<file path="config.mk">
export PLATFORM = sky130hd
export DESIGN_NAME = lif_scheduler
export DESIGN_NICKNAME = d
export VERILOG_FILES = /design/src/rtl/lif_scheduler.sv
export SDC_FILE = /design/constraint.sdc
export NUM_CORES = 1
export LEC_CHECK = 0
export CORE_ASPECT_RATIO = 1.75
export CORE_MARGIN = 2
export CORE_UTILIZATION = 59
export CTS_CLUSTER_DIAMETER = 200
export DETAILED_ROUTE_END_ITERATION = 6
export GPL_TIMING_DRIVEN = 0
export PLACE_DENSITY_LB_ADDON = 0.08
export SYNTH_ARGS = -nofsm -noshare
export SYNTH_HDL_FRONTEND = slang
export SYNTH_SLANG_ARGS = --single-unit
export TNS_END_PERCENT = 100
</file>
<file path="constraint.sdc">
create_clock -name clk -period 6.5 [get_ports clk]
set_clock_uncertainty 0.05 [all_clocks]
set_input_delay 1.95 -clock clk [delete_from_list [all_inputs] [get_ports clk]]
set_output_delay 1.95 -clock clk [all_outputs]
set_load 0.02 [all_outputs]
</file>
<file path="src/rtl/lif_scheduler.sv">
// Time-multiplexed LIF neuron scheduler: one shared update datapath sweeps all neurons per step,
// with a 4-entry spike FIFO. Define LIF_REFRACTORY_EN to add a 2-step refractory period per neuron.
module lif_scheduler #(
   parameter int NUM_NEURONS = 4,
   parameter int ID_W        = 2
) (
   input  logic            clk,
   input  logic            rst,
   input  logic            step,
   input  logic [7:0]      thr,
   input  logic            cur_valid,
   output logic            cur_ready,
   input  logic [ID_W-1:0] cur_id,
   input  logic [7:0]      cur_data,
   output logic            spk_valid,
   input  logic            spk_ready,
   output logic [ID_W-1:0] spk_id,
   output logic            spk_ovf,
   output logic            busy,
   output logic            step_done,
   input  logic [ID_W-1:0] mon_id,
   output logic [7:0]      mon_state
);
   localparam int FIFO_DEPTH = 4;

   typedef enum logic [1:0] {IDLE, SWEEP, DONE} fsm_t;

   fsm_t            fsm_q;
   logic [ID_W-1:0] idx_q;
   logic            busy_q, done_q, ready_q;

   logic [7:0] state_w [NUM_NEURONS];
   logic [7:0] acc_w   [NUM_NEURONS];

   logic       hs, sweep_act;
   logic [8:0] acc_sum;
   logic [7:0] acc_sat;
   logic [7:0] cur_state, cur_acc;
   logic [8:0] sum;
   logic [7:0] sat, upd;
   logic       fire, hold, spike;

   assign hs        = cur_valid & ready_q;
   assign sweep_act = (fsm_q == SWEEP);

   // Saturating accumulate for the incoming current request
   assign acc_sum = {1'b0, acc_w[cur_id]} + {1'b0, cur_data};
   assign acc_sat = acc_sum[8] ? 8'hFF : acc_sum[7:0];

   // Shared leak/integrate/fire datapath for the neuron currently swept
   assign cur_state = state_w[idx_q];
   assign cur_acc   = acc_w[idx_q];
   assign sum       = {2'b00, cur_state[7:1]} + {1'b0, cur_acc};
   assign sat       = sum[8] ? 8'hFF : sum[7:0];
   assign fire      = (sat >= thr);
   assign upd       = sat - thr;

`ifdef LIF_REFRACTORY_EN
   logic [1:0] refr_w [NUM_NEURONS];
   assign hold = (refr_w[idx_q] != 2'd0);
`else
   assign hold = 1'b0;
`endif

   assign spike = sweep_act & fire & ~hold;

   generate
      for (genvar gi = 0; gi < NUM_NEURONS; gi++) begin : g_neuron
         logic [7:0] mem_q, mem_d;
         logic [7:0] ac_q, ac_d;
         logic       sel;

         assign sel         = sweep_act && (idx_q == ID_W'(gi));
         assign state_w[gi] = mem_q;
         assign acc_w[gi]   = ac_q;

         always_comb begin
            mem_d = mem_q;
            ac_d  = ac_q;
            if (sel) begin
               ac_d = 8'd0;
               if (!hold) mem_d = fire ? upd : sat;
            end else if (hs && (cur_id == ID_W'(gi))) begin
               ac_d = acc_sat;
            end
         end

         always_ff @(posedge clk or posedge rst) begin
            if (rst) begin
               mem_q <= 8'd0;
               ac_q  <= 8'd0;
            end else begin
               mem_q <= mem_d;
               ac_q  <= ac_d;
            end
         end

`ifdef LIF_REFRACTORY_EN
         logic [1:0] rf_q, rf_d;
         assign refr_w[gi] = rf_q;

         always_comb begin
            rf_d = rf_q;
            if (sel) begin
               if (rf_q != 2'd0) rf_d = rf_q - 2'd1;
               else if (fire)    rf_d = 2'd2;
            end
         end

         always_ff @(posedge clk or posedge rst) begin
            if (rst) rf_q <= 2'd0;
            else     rf_q <= rf_d;
         end
`endif
      end
   endgenerate

   always_ff @(posedge clk or posedge rst) begin
      if (rst) begin
         fsm_q   <= IDLE;
         idx_q   <= '0;
         busy_q  <= 1'b0;
         done_q  <= 1'b0;
         ready_q <= 1'b1;
      end else begin
         case (fsm_q)
            IDLE: begin
               if (step) begin
                  fsm_q   <= SWEEP;
                  idx_q   <= '0;
                  busy_q  <= 1'b1;
                  ready_q <= 1'b0;
               end
            end
            SWEEP: begin
               if (idx_q == ID_W'(NUM_NEURONS - 1)) begin
                  fsm_q  <= DONE;
                  idx_q  <= '0;
                  done_q <= 1'b1;
               end else begin
                  idx_q <= idx_q + 1'b1;
               end
            end
            DONE: begin
               fsm_q   <= IDLE;
               busy_q  <= 1'b0;
               done_q  <= 1'b0;
               ready_q <= 1'b1;
            end
            default: begin
               fsm_q   <= IDLE;
               idx_q   <= '0;
               busy_q  <= 1'b0;
               done_q  <= 1'b0;
               ready_q <= 1'b1;
            end
         endcase
      end
   end

   // Spike FIFO: a push into a full FIFO still lands if the head pops in the same cycle
   logic [ID_W-1:0] fifo_q [FIFO_DEPTH];
   logic [1:0]      wr_q, rd_q;
   logic [2:0]      cnt_q;
   logic            ovf_q;
   logic            pop, push, full;

   assign full = (cnt_q == 3'(FIFO_DEPTH));
   assign pop  = (cnt_q != 3'd0) & spk_ready;
   assign push = spike & (~full | pop);

   always_ff @(posedge clk or posedge rst) begin
      if (rst) begin
         wr_q  <= 2'd0;
         rd_q  <= 2'd0;
         cnt_q <= 3'd0;
         ovf_q <= 1'b0;
         for (int k = 0; k < FIFO_DEPTH; k++) fifo_q[k] <= '0;
      end else begin
         if (push) begin
            fifo_q[wr_q] <= idx_q;
            wr_q         <= wr_q + 2'd1;
         end
         if (pop) rd_q <= rd_q + 2'd1;
         cnt_q <= cnt_q + {2'b00, push} - {2'b00, pop};
         if (spike && full && !pop) ovf_q <= 1'b1;
      end
   end

   assign cur_ready = ready_q;
   assign busy      = busy_q;
   assign step_done = done_q;
   assign spk_valid = (cnt_q != 3'd0);
   assign spk_id    = fifo_q[rd_q];
   assign spk_ovf   = ovf_q;
   assign mon_state = state_w[mon_id];

endmodule
</file>
# Yosys cells after proc, flatten, opt, wreduce, memory -nomap -nowiden
# Cells that the tools add are included.
[word_totals] register_bits=87 in_bits=25
[classes] order_cmp=7 addsub=8 mux=41 eq_ne=11 reduce_logical=24 bitwise_logic=14
[op_table] op="2-to-1 mux 8 bit" n=19
[op_table] op="binary-select mux 8 bit (select 2 bit)" n=4
[op_table] op=">= comparator 3 bit, second input constant" n=5
[op_table] op="NOT 2 -> 3 bit" n=5
[op_table] op="2-to-1 mux 2 bit" n=7
[op_table] op="logical AND 1 bit" n=11
[op_table] op="equality test 2 bit, second input constant" n=5
[op_table] op="adder 7 x 8 -> 9 bit" n=1
[op_table] op="adder 8 x 8 -> 9 bit" n=1
[op_table] op="bitwise mux 8 bit" n=1
[op_table] op=">= comparator 8 bit" n=1
[op_table] op="AND reduction 2 bit" n=4
[op_table] op="nonzero test 2 bit" n=4
[op_table] op="subtractor 8 bit" n=1
[op_table] op="adder 2 x 1 -> 2 bit, second input constant" n=3
[op_table] op="equality test 2 x 1 -> 1 bit, second input constant" n=3
[op_table] op="zero test 2 bit" n=3
[op_table] op="case mux 1 bit (2 select lines)" n=3
[op_table] op="case mux 2 bit (3 select lines)" n=1
[op_table] op="AND 1 bit" n=4
[op_table] op="binary-select mux 2 bit (select 2 bit)" n=1
[op_table] op="demux 2 bit (select 2 bit)" n=1
[op_table] op="NOT 1 bit" n=4
[op_table] op="case mux 2 bit (2 select lines)" n=1
[op_table] op="other kinds (10)" n=12

# Longest topological paths before layout
# Gate-level depths: netlist of run 1.
[depth] word_depth=11 ltp_mapped=22

# Worst setup path before layout of run 1
# No wires, ideal clock.
[synth_timing] kind="flip-flop to flip-flop" startpoint="reg idx_q[1]" endpoint="reg cnt_q[2]" path_slack_ns=1.240 synth_period_minus_slack_ns=5.260 path_buffers=1 arrival_time_ns=5.088 path_stages_with_launch=22 cell_sequence="dfrtp_1 > buf_1 > mux4_2 > ha_1 > fa_1 > a21o_1 > nor2b_1 > o21ai_2 > nor2b_1 > ha_1 > inv_1 > fa_1 > a21o_1 > a211oi_1 > o221a_2 > nor3_4 > inv_1 > ha_1 > inv_1 > ha_1 > fa_1 > xnor2_1"
[synth_between] elab_chain_cells=11 elab_cells_between_ends=14 cone_classes="add/sub (3); order compare (1); mux (7); bitwise (3)"
[synth_rtl] element="start, declared" line="29" text="logic [ID_W-1:0] idx_q;"
[synth_rtl] element="start signal, assigned" line="141" text="idx_q <= idx_q + 1'b1;"
[synth_rtl] element="NOT 2 -> 3 bit (implied by the code) (*)" line="51, 52"
[synth_rtl] element="binary-select mux 8 bit (select 2 bit), on equally long branches" line="51, 52"
[synth_rtl] element="2-to-1 mux 8 bit, on equally long branches (2 in series)" line="51, 52"
[synth_rtl] element="adder 7 x 8 -> 9 bit (*)" line="53" text="assign sum = {2'b00, cur_state[7:1]} + {1'b0, cur_acc};"
[synth_rtl] element="2-to-1 mux 8 bit (*)" line="54" text="assign sat = sum[8] ? 8'hFF : sum[7:0];"
[synth_rtl] element=">= comparator 8 bit (*)" line="55" text="assign fire = (sat >= thr);"
[synth_rtl] element="AND 1 bit (*)" line="65" text="assign spike = sweep_act & fire & ~hold;"
[synth_rtl] element="AND 1 bit (*)" line="170" text="assign push = spike & (~full | pop);"
[synth_rtl] element="adder 3 x 1 -> 3 bit (*)" line="185" text="cnt_q <= cnt_q + {2'b00, push} - {2'b00, pop};"
[synth_rtl] element="subtractor 3 x 1 -> 3 bit (*)" line="185"
[synth_rtl] element="end signal, assigned" line="185"
[synth_rtl] element="end, declared" line="164" text="logic [2:0] cnt_q;"
# Every way passes the cells marked *; elsewhere a longest branch is shown, timed or not. The select of a mux whose other input is x is not followed.
# A chain may end at the register's enable or synchronous reset.

# Final worst setup path of run 1
# Ends and elaborated chain as after synthesis.

==> reports/summary.md, run 1 <==
In the global route stage, met3 resource usage came out at 4.43%. Setup repair after global routing left no endpoint under its margin. The worst min-delay path startpoint was spk_ovf. For the post-synthesis instance area, the log shows 5310 um^2. Leaving out fill and tap cells, the most frequent cell in the layout is sky130_fd_sc_hd__dfrtp_1. The tools report the number of maximum-capacitance constraint violations as 0.

The number of flip-flops and latches in the synthesized netlist is 87, and the depth of the most critical reg-to-reg path is 21. The worst pin sits at a relative slew slack of 27.4%. The logs give 0.269 ns for the worst setup slack after placement and 0.42 ns for the minimum setup slack among reg-to-reg paths. The wire length of the first global-routing pass is 21,800 um, and the initial cell density of the core is 60.8%. The number of antenna diodes in the final layout is 0.

The transition time at the pin with the least slew margin was 1.09 ns. The number of setup buffers added after CTS is 0. The run finished with clean final reports. The met1 track demand over resource was 36.1%; the sum of overflow across all layers after global routing was 0.

The count of nets left with antenna violations once routing finished came out at 0. Using the TritonRoute via totals, the vias-per-cell ratio works out to 6.29. The startpoint of the lowest-slack register-to-register path is idx_q[1]. Global routing used 52.1% of the available met2 tracks. The async set-reset flop share out of synthesis was 100%. The routed layout has 4,236 vias.

For the clock tree buffer depth, the log shows 2. The proportion of synthesized chip area in sequential cells was 41.0%; the number of buffers added by the clock tree synthesis step was 9. The detailed-routing iteration count for the pre-antenna-repair pass is 7. Synthesis handed over a netlist of 503 instances. TritonCTS built the clock tree. For this run, design rule violations remaining after detail routing come to 0. Number of warning messages in the yosys log: 0.

Leaving out fill and tap cells, the most frequent cells in the layout are 86 x sky130_fd_sc_hd__dfrtp_1, 65 x sky130_fd_sc_hd__o21ai_0, 51 x sky130_fd_sc_hd__nand2_1, 51 x sky130_fd_sc_hd__a21oi_1, 37 x sky130_fd_sc_hd__clkdlybuf4s50_1. Wires add up to 13,500 um. For the H-tree depth reported by CTS, the log shows 3. STA puts the critical path data required time at 6.72 ns. Reg-to-reg endpoint: cnt_q[2].

Of the post-synthesis cell area, the dominant cell type holds 40.5%. Traced cell by cell, the critical path runs through clkdlybuf4s15_1 > mux4_2 > ha_1 > fa_1 > a21o_1 > nor2b_1 > o21ai_2 > nor2b_1 > ha_1 > inv_1 > fa_1 > a21o_1 > a211oi_1 > o221a_2 > nor3_4 > inv_1 > ha_1 > inv_1 > ha_1 > fa_1 > xnor2_1. The number of placed instances, taps included, is 658. The worst path needs 6.08 ns of the cycle, external delays included.

The logs give 8730 um^2 for the placeable core area and 9800 um^2 for the die outline area. The global-route usage over all layers was 30.4%. The largest single stage delay on the critical path is 0.76 ns.

The worst path uses 93.6% of the clock period. Detailed placement ended at an HPWL of 9850 um. After detailed placement, the total cell area comes to 5850 um^2. The root buffer cell chosen for the clock tree is sky130_fd_sc_hd__clkbuf_16. The number of antenna violations at the first check in global routing is 0. The number of enable-type register cells in the synthesized netlist is 0.

Worst min-delay path category: reg -> reg. Kind of start point of the critical path: a flop. Static timing analysis puts the maximum clock frequency at 164 MHz. The row count was 45. The class of the most critical setup path is reg -> reg.

The TritonCTS sink count was 87; the via count of the first global-routing pass was 4,379. Entering global routing, the biggest net connects 55 pins. In this run the count of I/O pins placed on the die edge is 40. The critical-path cell with the highest stage delay is sky130_fd_sc_hd__clkdlybuf4s15_1. The tools report the global placer's final weighted congestion as 0.868. The tools report the number of max-slew violations in the final report as 0. Most frequently used flop master after synthesis: sky130_fd_sc_hd__dfrtp_1.

The final standard cell count with taps included and fillers excluded is 673, and the buffer and inverter count on the worst path is 4. Library cell occupying the most area in the post-synthesis netlist: sky130_fd_sc_hd__dfrtp_1. Violation count after the first detailed-route iteration: 306. The chip height came out at 129 um. For the clock latency of the later-clocked register in the worst-skew pair, the log shows 0.35 ns.

The layer flagged by global routing as most heavily used is met2. Compared with the post-synthesis result, the final layout area differs by 15.7%. Cells with a size suffix above 1 make up 11.9% of the layout.

For the final instance area, the log shows 6140 um^2. After the last flow step, the layout net total stands at 614. The die is 75.7 um wide. Summed over all failing endpoints, the final setup total negative slack is 0 ns.

Data on the critical path arrives at its endpoint at 6.30 ns. Setup violations remaining at the end of the flow were counted as 0. Port buffering added 37 buffers. The post-synthesis net count is 565, and the average wire per cell in the routed design is 20.0 um.

The final-report hold violation count is 0. The smallest setup slack after layout is 0.417 ns, and the worst hold path depth is 1. Critical path endpoint category: a flop. The mean instance size in the synthesized netlist was 10.6 um^2. After synthesis, the netlist uses 49 different library cells. Clock-pin slew was measured on the worst setup and hold paths at 0.06 ns.

The most numerous cell type found on the critical path is sky130_fd_sc_hd__ha_1. The biggest fanout along the worst timing path works out to 10. Cell type group with the largest total delay on the critical path: adder cells. Ranked by total cell area, the synthesized netlist is headed by sky130_fd_sc_hd__dfrtp_1 41%, sky130_fd_sc_hd__mux4_2 14%, sky130_fd_sc_hd__ha_1 7.8%, sky130_fd_sc_hd__o21ai_0 6.1%, sky130_fd_sc_hd__a21oi_1 4.8%.

The path with the worst hold slack has its endpoint at spk_ovf.
-- Yosys cell counts (all sizes together) (3+ instances only) --
cell type and n:
a211oi 4, a21o 9, a21oi 51, a31oi 6
buf 3, clkbuf 21, dfrtp 86, fa 4
ha 33, inv 31, mux2 9, mux2i 7
mux4 33, nand2 51, nand2b 6, nor2 20
nor2b 5, nor3 5, nor3b 3, o21a 3
o21ai 66, xnor2 12, xor2 3
-- layout make-up --
type | count | area (um^2)
multi-input cells | 361 | 2920
fillers | 659 | 2580
flip-flops and latches | 87 | 2180
repair buffers | 38 | 398
clock buffers | 11 | 233
well taps | 117 | 146
inverters | 31 | 119
plain buffers | 24 | 100
clock inverters | 4 | 47.5
-- layer usage --
layer / part of all wire, % / routed length, um
met2: 54 / 7250
met5: 0 / 0
met4: 4.7 / 636
met3: 4.4 / 588
met1: 37 / 4990
-- stage by stage --
step | utilization, % | hold WS, ns
3_3_place_gp | 66.7 | 0.395
4_1_cts | 70.3 | 0.429
2_1_floorplan | - | 0.393
5_1_grt | 70.4 | 0.457
6_report | 70.4 | 0.422
3_5_place_dp | 67.1 | 0.416
-- registers in the layout, summed over array words and instances (netlist names) --
signal / flops
spk_ovf: 1
g_neuron.mem_q: 32
fsm_q: 2
cnt_q: 3
idx_q: 2
wr_q: 2
step_done: 1
g_neuron.ac_q: 32
rd_q: 2
busy: 1
cur_ready: 1
fifo_q: 8
-- how the worst max path moves through the flow --
stage | slack [ns] | endpoint | start | cells past startpoint
after CTS | 0.25 | cnt_q[2] | idx_q[0] | 21
after global placement | 0.41 | cnt_q[2] | idx_q[0] | 21
after global routing | 0.003 | cnt_q[2] | idx_q[1] | 21
after detailed placement | 0.27 | cnt_q[2] | idx_q[0] | 21
after floorplan | 1.24 | cnt_q[2] | idx_q[1] | 21
final | 0.42 | cnt_q[2] | idx_q[1] | 21
-- logic make-up (layout without fill, tap and decap cells) --
kind of cell             after synthesis  after routing  synth area share (%)
buffers and inverters                 55            108                  3.94
adder cells (fa/ha/maj)               37             37                  9.29
AND/OR/NAND/NOR                      105            105                  9.34
flip-flops                            87             87                  41.0
multiplexers                          49             49                  17.2
XOR/XNOR                              15             15                  2.48
AO/OA/AOI/OAI                        155            155                  16.7
-- worst reg2reg max path, delay by kind of cell (launching register included) --
| kind | cells | cell delay, ns |
|---|---|---|
| simple gates | 3 | 0.52 |
| buf+inv | 4 | 0.95 |
| flops | 1 | 0.44 |
| xor+xnor | 1 | 0.18 |
| compound gates | 5 | 1.33 |
| fa+ha+maj | 7 | 1.91 |
| mux | 1 | 0.61 |
-- repair_timing --
action | in CTS | in global routing
resized for setup | 0 | 3
setup endpoints to repair | 0 | 2
hold buffers | 0 | 0
Power of run 1 is not shown: default switching activity piles up to over one toggle a cycle in this logic, so the estimate is an artifact.
==> run 2: changes to the inputs <==
--- a/config.mk
+++ b/config.mk
@@ -7,7 +7,7 @@
 export LEC_CHECK = 0
 export CORE_ASPECT_RATIO = 1.75
 export CORE_MARGIN = 2
-export CORE_UTILIZATION = 59
+export CORE_UTILIZATION = 60
 export CTS_CLUSTER_DIAMETER = 200
 export DETAILED_ROUTE_END_ITERATION = 6
 export GPL_TIMING_DRIVEN = 0
==> constraint.sdc (replaced) <==
create_clock -name clk -period 7.56 [get_ports clk]
set_clock_uncertainty 0.05 [all_clocks]
set_input_delay 2.268 -clock clk [delete_from_list [all_inputs] [get_ports clk]]
set_output_delay 2.268 -clock clk [all_outputs]
set_load 0.02 [all_outputs]
==> run 2 against run 1 <==
- global-route usage down 0.46 points
- register-to-register slack better by 0.93 ns
- count of clock-buffer cells in the layout up 1
- setup slack better by 0.80 ns
- sequential share of layout area about the same
- first-iteration DRC count down 5.2%
- worst hold slack worse by 0.010 ns
- cell area about the same
- highest routed layer unchanged
==> reports/summary.md, run 2 (synthesis gave the netlist of run 1 again) <==
The logs give 4,249 (+0.31%) for the total via count after detailed routing and 4,408 (+0.66%) for the via count of the first global-routing pass. The average wire per cell in the routed design was 19.6 um (-2.0%); the violation count after the first detailed-route iteration was 290 (-5.2%). The detailed-routing iteration count for the pre-antenna-repair pass was 5 (-2). For the minimum setup slack among reg-to-reg paths, the log shows 1.35 ns (+0.93 ns).

The required time of the critical path is 5.24 ns (-1.48 ns), and the chip height is 128 um (-0.81%). The run gives 0 (unchanged) as the antenna diode count. The layout-stage area growth over the synthesis result works out to 15.7% (about the same). The post-layout net count was 614 (unchanged).

The number of maximum-capacitance constraint violations came out at 0 (unchanged). The class of the most critical setup path was in -> out. The run gives 61.6% (+0.79 points) as the initial cell density of the core. The H-tree depth reported by CTS was 3 (unchanged). Number of port buffers: 37 (unchanged).

Transition time at the pin with the least slew margin: 1.01 ns (-0.0817 ns). The library cell used most frequently in the layout, excluding fill and tap cells, is sky130_fd_sc_hd__dfrtp_1. The worst setup path endpoint is mon_state[6]. The run gives 0 (unchanged) as the final-report hold violation count.

The number of cells upsized or downsized after cts was 0 (unchanged). For the die outline area, the log shows 9640 um^2 (-1.6%). The top achievable clock speed is 158 MHz, and the I/O pin count is 40 (unchanged). The largest registers in the layout are g_neuron.ac_q (32), g_neuron.mem_q (32), fifo_q (8). The top cell types in the final layout, fill and taps aside, are 86 x sky130_fd_sc_hd__dfrtp_1, 65 x sky130_fd_sc_hd__o21ai_0, 51 x sky130_fd_sc_hd__nand2_1, 51 x sky130_fd_sc_hd__a21oi_1, 37 x sky130_fd_sc_hd__clkdlybuf4s50_1. The clock period minus worst slack was 6.34 ns.

The tools report the TritonCTS sink count as 87 (unchanged). The worst setup path is captured at a primary output. The horizontal extent of the die came out at 75.1 um (-0.79%). The run gives 9650 um (-2.0%) as the half-perimeter wire length of the detailed placement result. The total wire length was 13,200 um (-1.9%). The reg-to-reg endpoint is cnt_q[2]. The pin count of the biggest net entering global routing was 66 (+20%); the count of antenna-violating nets left after detailed routing was 0 (unchanged). The run gives 0 ns (unchanged) as the sum of negative setup slack.

TritonCTS built the clock tree. The critical path starts at mon_id[1]. The run gives 0.912 (+5.1%) as the global placer's final weighted congestion. The worst setup path is launched from an input port.

The setup-violating endpoint count in the final report was 0 (unchanged). The wire length of the first global-routing pass was 21,200 um (-2.8%). The tools report the fill cell instance count of the final layout as 675 (+2.4%). The row count came out at 45 (unchanged).

The clock transition time at the flip-flop clock pins of the worst setup and hold paths is 0.06 ns (about the same). The run gives 0 (unchanged) as the DRC violation count after routing. Biggest fanout along the worst timing path: 8 (-2).

The placeable core area came out at 8610 um^2 (-1.3%). The sum of overflow across all layers after global routing was 0 (unchanged). The logs give 0 (unchanged) for the number of antenna violations at the first check in global routing and 0.34 ns (about the same) for the clock latency of the later-clocked register in the worst-skew pair.

The logs give 32.8% (+5.5 points) for the tightest slew margin relative to the limit and 9 (unchanged) for the number of buffers added by the clock tree synthesis step. The mean number of vias per cell came out at 6.30 (+0.16%). Setup repair after global routing left no endpoint under its margin. Clock tree synthesis selected as its root buffer the cell sky130_fd_sc_hd__clkbuf_16.

The share of post-route cells with drive strength above 1 is 11.7% (-0.20 points). In this run the worst hold path is classified as reg -> reg. For the number of buffers inserted for hold repair after clock tree synthesis, the log shows 0 (unchanged). The post-CTS repair timing setup buffer count was 0 (unchanged).

The number of max-slew violations in the final report is 0 (unchanged), and the depth of the most critical reg-to-reg path is 19 (-9.5%). Global-route usage over all layers: 29.9% (-0.46 points). The logs give 2 (unchanged) for the clock tree buffer depth and 4.02 ns (-2.28 ns) for the data arrival time of the worst path. The run finished with clean final reports.

The startpoint identified for the worst register-to-register timing path is idx_q[0]. After layout, the worst path uses 83.8% of the clock period.
[run 2: changes by cell type in the layout (fill, tap and decap cells not counted)]
cell / before / now
sky130_fd_sc_hd__buf_1: 0 / 1
sky130_fd_sc_hd__clkdlybuf4s15_1: 1 / 0
sky130_fd_sc_hd__clkbuf_1: 22 / 24
sky130_fd_sc_hd__clkbuf_2: 1 / 0
[run 2: per-stage QoR]
stage	hold WS [ns]	area, um^2	std cells	setup slack [ns]	util, %
after CTS	0.413	6140	674	1.21	71.3
after floorplan	0.393	5310	503	1.94	-
after global placement	0.393	5820	657	1.21	67.6
after detailed placement	0.399	5850	658	1.21	68.0
final	0.412	6140	674	1.22	71.3
after global routing	0.423	6140	674	1.01	71.3
[run 2: final cells by class]
class	instances	area (um^2)	area share, %
repair buffers	38	398	6.48
flip-flops and latches	87	2180	35.5
clock inverters	4	47.5	0.775
plain buffers	24	92.6	1.51
inverters	31	119	1.94
well taps	117	146	2.38
clock buffers	12	236	3.85
multi-input cells	361	2920	47.6
[run 2: critical path: stages]
cell                              delay [ns]
sky130_fd_sc_hd__clkbuf_1               0.57
sky130_fd_sc_hd__mux4_2                 0.62
sky130_fd_sc_hd__clkdlybuf4s50_1        0.55
[run 2: per-layer routing]
| layer | global-route usage (%) | wire length (um) | vias to the layer above |
|---|---|---|---|
| met3 | 4.31 | 643 | 48 |
| met5 | 0 | 0 | - |
| met1 | 34.3 | 4830 | 2104 |
| met2 | 51.1 | 6980 | 155 |
| li1 | - | - | 1942 |
| met4 | 18.3 | 762 | 0 |
[run 2: worst min path at each step]
stage | startpoint | endpoint | slack (ns) | depth (start not counted)
after CTS | spk_ovf | spk_ovf | 0.41 | 1
after detailed placement | spk_ovf | spk_ovf | 0.40 | 1
after floorplan | fsm_q[1] | fsm_q[0] | 0.39 | 1
after global routing | spk_ovf | spk_ovf | 0.42 | 1
after global placement | spk_ovf | spk_ovf | 0.39 | 1
final | spk_ovf | spk_ovf | 0.41 | 1
Power of run 2 is left out for the same reason.
==> run 3: changes to the inputs <==
--- a/config.mk
+++ b/config.mk
@@ -7,7 +7,7 @@
 export LEC_CHECK = 0
 export CORE_ASPECT_RATIO = 1.75
 export CORE_MARGIN = 2
-export CORE_UTILIZATION = 60
+export CORE_UTILIZATION = 53
 export CTS_CLUSTER_DIAMETER = 200
 export DETAILED_ROUTE_END_ITERATION = 6
 export GPL_TIMING_DRIVEN = 0
==> constraint.sdc (replaced) <==
create_clock -name clk -period 5.5 [get_ports clk]
set_clock_uncertainty 0.05 [all_clocks]
set_input_delay 1.65 -clock clk [delete_from_list [all_inputs] [get_ports clk]]
set_output_delay 1.65 -clock clk [all_outputs]
set_load 0.02 [all_outputs]
==> run 3 against run 2 <==
- first-iteration DRC count fell by 20%
- utilization decreased by 7.2 points
- critical endpoint is now cnt_q[2]
- setup slack lost 1.0 ns
- register-to-register slack got worse by 1.2 ns
- largest cell class unchanged
==> reports/summary.md, run 3 (synthesis gave the netlist of run 1 again) <==
The flow ran to the end, and the final reports show no timing, DRC or antenna violations. Setup repair after global routing left no endpoint under its margin. The horizontal extent of the die is 79.6 um (+6.1%), and the minimum setup slack among reg-to-reg paths is 0.20 ns (-1.15 ns). The share of post-route cells with drive strength above 1 works out to 14.5% (+2.9 points). Tightest slew margin relative to the limit: 38.2% (+5.4 points). TritonCTS built the clock tree.

For the number of antenna violations at the first check in global routing, the log shows 0 (unchanged). The clock latency of the later-clocked register in the worst-skew pair came out at 0.35 ns (about the same). The depth of the most critical reg-to-reg path was 20 (+1). The data arrival time of the worst path came out at 5.48 ns (+1.46 ns). Static timing analysis puts the maximum clock frequency at 189 MHz.

The logs give 2 (unchanged) for the clock tree buffer depth and 69 (+4.5%) for the pin count of the biggest net entering global routing. The initial cell density of the core came out at 54.2% (-7.4 points). For the row count, the log shows 48 (+6.7%).

The TritonCTS sink count was 87 (unchanged). The global-route usage over all layers came out at 26.8% (-3.1 points). The startpoint identified for the worst hold timing path is spk_ovf. The post-route clock period utilization is 96.4%, and the sum of overflow across all layers after global routing is 0 (unchanged). The H-tree depth reported by CTS was 3 (unchanged); the biggest fanout along the worst timing path was 10 (+2). The largest registers in the layout are g_neuron.ac_q (32), g_neuron.mem_q (32), fifo_q (8). The clock transition time at the flip-flop clock pins of the worst setup and hold paths works out to 0.07 ns (about the same). For the total via count after detailed routing, the log shows 4,173 (-1.8%). In this run the critical register-to-register path is launched from idx_q[1]. The worst setup path is launched from a flop.

The worst hold path depth works out to 1 (unchanged). The detailed-routing iteration count for the pre-antenna-repair pass came out at 4 (-1). The worst setup path is captured at a flop. Worst min-delay path category: reg -> reg. The chip height was 136 um (+6.2%); the number of buffers added by the clock tree synthesis step was 9 (unchanged). Leaving out fill and tap cells, the most frequent cells in the layout are 84 x sky130_fd_sc_hd__dfrtp_1, 65 x sky130_fd_sc_hd__o21ai_0, 51 x sky130_fd_sc_hd__nand2_1, 51 x sky130_fd_sc_hd__a21oi_1, 37 x sky130_fd_sc_hd__clkdlybuf4s50_1. The global placer's final weighted congestion is 0.893 (-2.1%). Transition time at the pin with the least slew margin: 0.925 ns (-0.0804 ns). The I/O pin count is 40 (unchanged), and the half-perimeter wire length of the detailed placement result is 10,100 um (+4.2%). Mean number of vias per cell: 6.06 (-3.9%).

The class of the most critical setup path is reg -> reg. The die outline area is 10,900 um^2 (+13%), and the wire length of the first global-routing pass is 21,600 um (+2.0%). The number of port buffers works out to 37 (unchanged).

The area growth from synthesis to layout is 18.2%. Commonest non-fill, non-tap cell in the layout: sky130_fd_sc_hd__dfrtp_1. The total wire length came out at 13,700 um (+3.5%).

The placeable core area is 9790 um^2 (+14%), and the DRC violation count after routing is 0 (unchanged). The run gives 621 (+1.1%) as the post-layout net count. The number of max-slew violations in the final report was 0 (unchanged); the clock period minus worst slack was 5.30 ns. Terminating pin of the worst hold path: spk_ovf.

The run gives 4,268 (-3.2%) as the via count of the first global-routing pass. The average wire per cell in the routed design is 19.8 um (+1.2%), and the number of maximum-capacitance constraint violations is 0 (unchanged). Final-report hold violation count: 0 (unchanged). The number of buffers inserted for hold repair after clock tree synthesis was 0 (unchanged).

The tools report the buffer cell driving the clock tree root as sky130_fd_sc_hd__clkbuf_16. The tools report the final instance area as 6270 um^2 (+2.2%). The required time of the critical path is 5.68 ns (+0.44 ns). The antenna diode count came out at 0 (unchanged).

The reg-to-reg endpoint was cnt_q[2]. For the setup-violating endpoint count in the final report, the log shows 0 (unchanged). The count of antenna-violating nets left after detailed routing is 0 (unchanged), and the violation count after the first detailed-route iteration is 232 (-20%). The post-placement cell area was 5860 um^2 (+0.17%).
run 3: changes by cell type in the layout (fill, tap and decap cells not counted), moves of 2 or more:
cell | previous run | this run
sky130_fd_sc_hd__dfrtp_2 | 0 | 2
sky130_fd_sc_hd__clkbuf_1 | 24 | 18
sky130_fd_sc_hd__buf_4 | 0 | 7
sky130_fd_sc_hd__clkbuf_4 | 0 | 2
sky130_fd_sc_hd__inv_6 | 0 | 2
sky130_fd_sc_hd__dfrtp_1 | 86 | 84
run 3: area by class of cell:
class                      instances  area (um^2)
fill                             778         3520
buffer                            24          113
clock inverter                     6         90.1
sequential                        87         2180
multi-input combinational        361         2920
tap                              125          156
clock buffer                      10          239
inverter                          31          119
timing repair buffer              45          450
run 3: routing by layer:
layer | global-route usage (%) | vias up | part of all wire (%)
met1 | 31.0 | 2079 | 37
li1 | - | 1956 | -
met3 | 4.58 | 33 | 4.2
met5 | 0 | - | 0
met2 | 46.9 | 105 | 55
met4 | 14.0 | 0 | 3.9
run 3: worst max-delay path: stages, from the launching register on:
cell and delay (ns):
sky130_fd_sc_hd__dfrtp_2 0.42, sky130_fd_sc_hd__buf_8 0.19, sky130_fd_sc_hd__mux4_2 0.56, sky130_fd_sc_hd__ha_1 0.26, sky130_fd_sc_hd__fa_1 0.42, sky130_fd_sc_hd__a21o_1 0.23
sky130_fd_sc_hd__nor2b_1 0.15, sky130_fd_sc_hd__o21ai_2 0.21, sky130_fd_sc_hd__buf_4 0.15, sky130_fd_sc_hd__o2111ai_1 0.21, sky130_fd_sc_hd__ha_1 0.44, sky130_fd_sc_hd__a21oi_1 0.10
sky130_fd_sc_hd__o21a_1 0.18, sky130_fd_sc_hd__o221a_2 0.32, sky130_fd_sc_hd__nor3_4 0.22, sky130_fd_sc_hd__inv_1 0.06, sky130_fd_sc_hd__ha_1 0.27, sky130_fd_sc_hd__inv_1 0.04
sky130_fd_sc_hd__ha_1 0.19, sky130_fd_sc_hd__fa_1 0.38, sky130_fd_sc_hd__xnor2_1 0.13
run 3: worst max path at each step:
| stage | from | endpoint | slack (ns) | depth (start not counted) |
|---|---|---|---|---|
| 3_3_place_gp | idx_q[0] | cnt_q[2] | -0.61 | 21 |
| 3_5_place_dp | idx_q[0] | cnt_q[1] | -0.62 | 20 |
| 6_report | idx_q[1] | cnt_q[2] | 0.20 | 20 |
| 4_1_cts | idx_q[0] | cnt_q[1] | 0.005 | 20 |
| 5_1_grt | idx_q[1] | cnt_q[2] | 0.008 | 21 |
| 2_1_floorplan | idx_q[1] | cnt_q[2] | 0.24 | 21 |
run 3: timing repair:
item / CTS / global route
resized for setup: 11 / 5
endpoints found under the hold margin: 0 / 0
pin swaps: 0 / 3
buffers inserted: 0 / 7
endpoints found under the setup margin: 44 / 22
run 3: per-stage QoR:
| stage | util, % | std cells | hold WS, ns | TNS (ns) | setup WS (ns) |
|---|---|---|---|---|---|
| floorplan | - | 503 | 0.393 | 0 | 0.240 |
| global placement | 59.6 | 665 | 0.397 | -11.81 | -0.612 |
| detailed placement | 59.9 | 666 | 0.398 | -12.12 | -0.622 |
| CTS | 63.4 | 682 | 0.413 | 0 | 0.00451 |
| global route | 64.1 | 689 | 0.430 | 0 | 0.00814 |
| finish | 64.1 | 689 | 0.407 | 0 | 0.197 |
Power of run 3 is left out for the same reason.
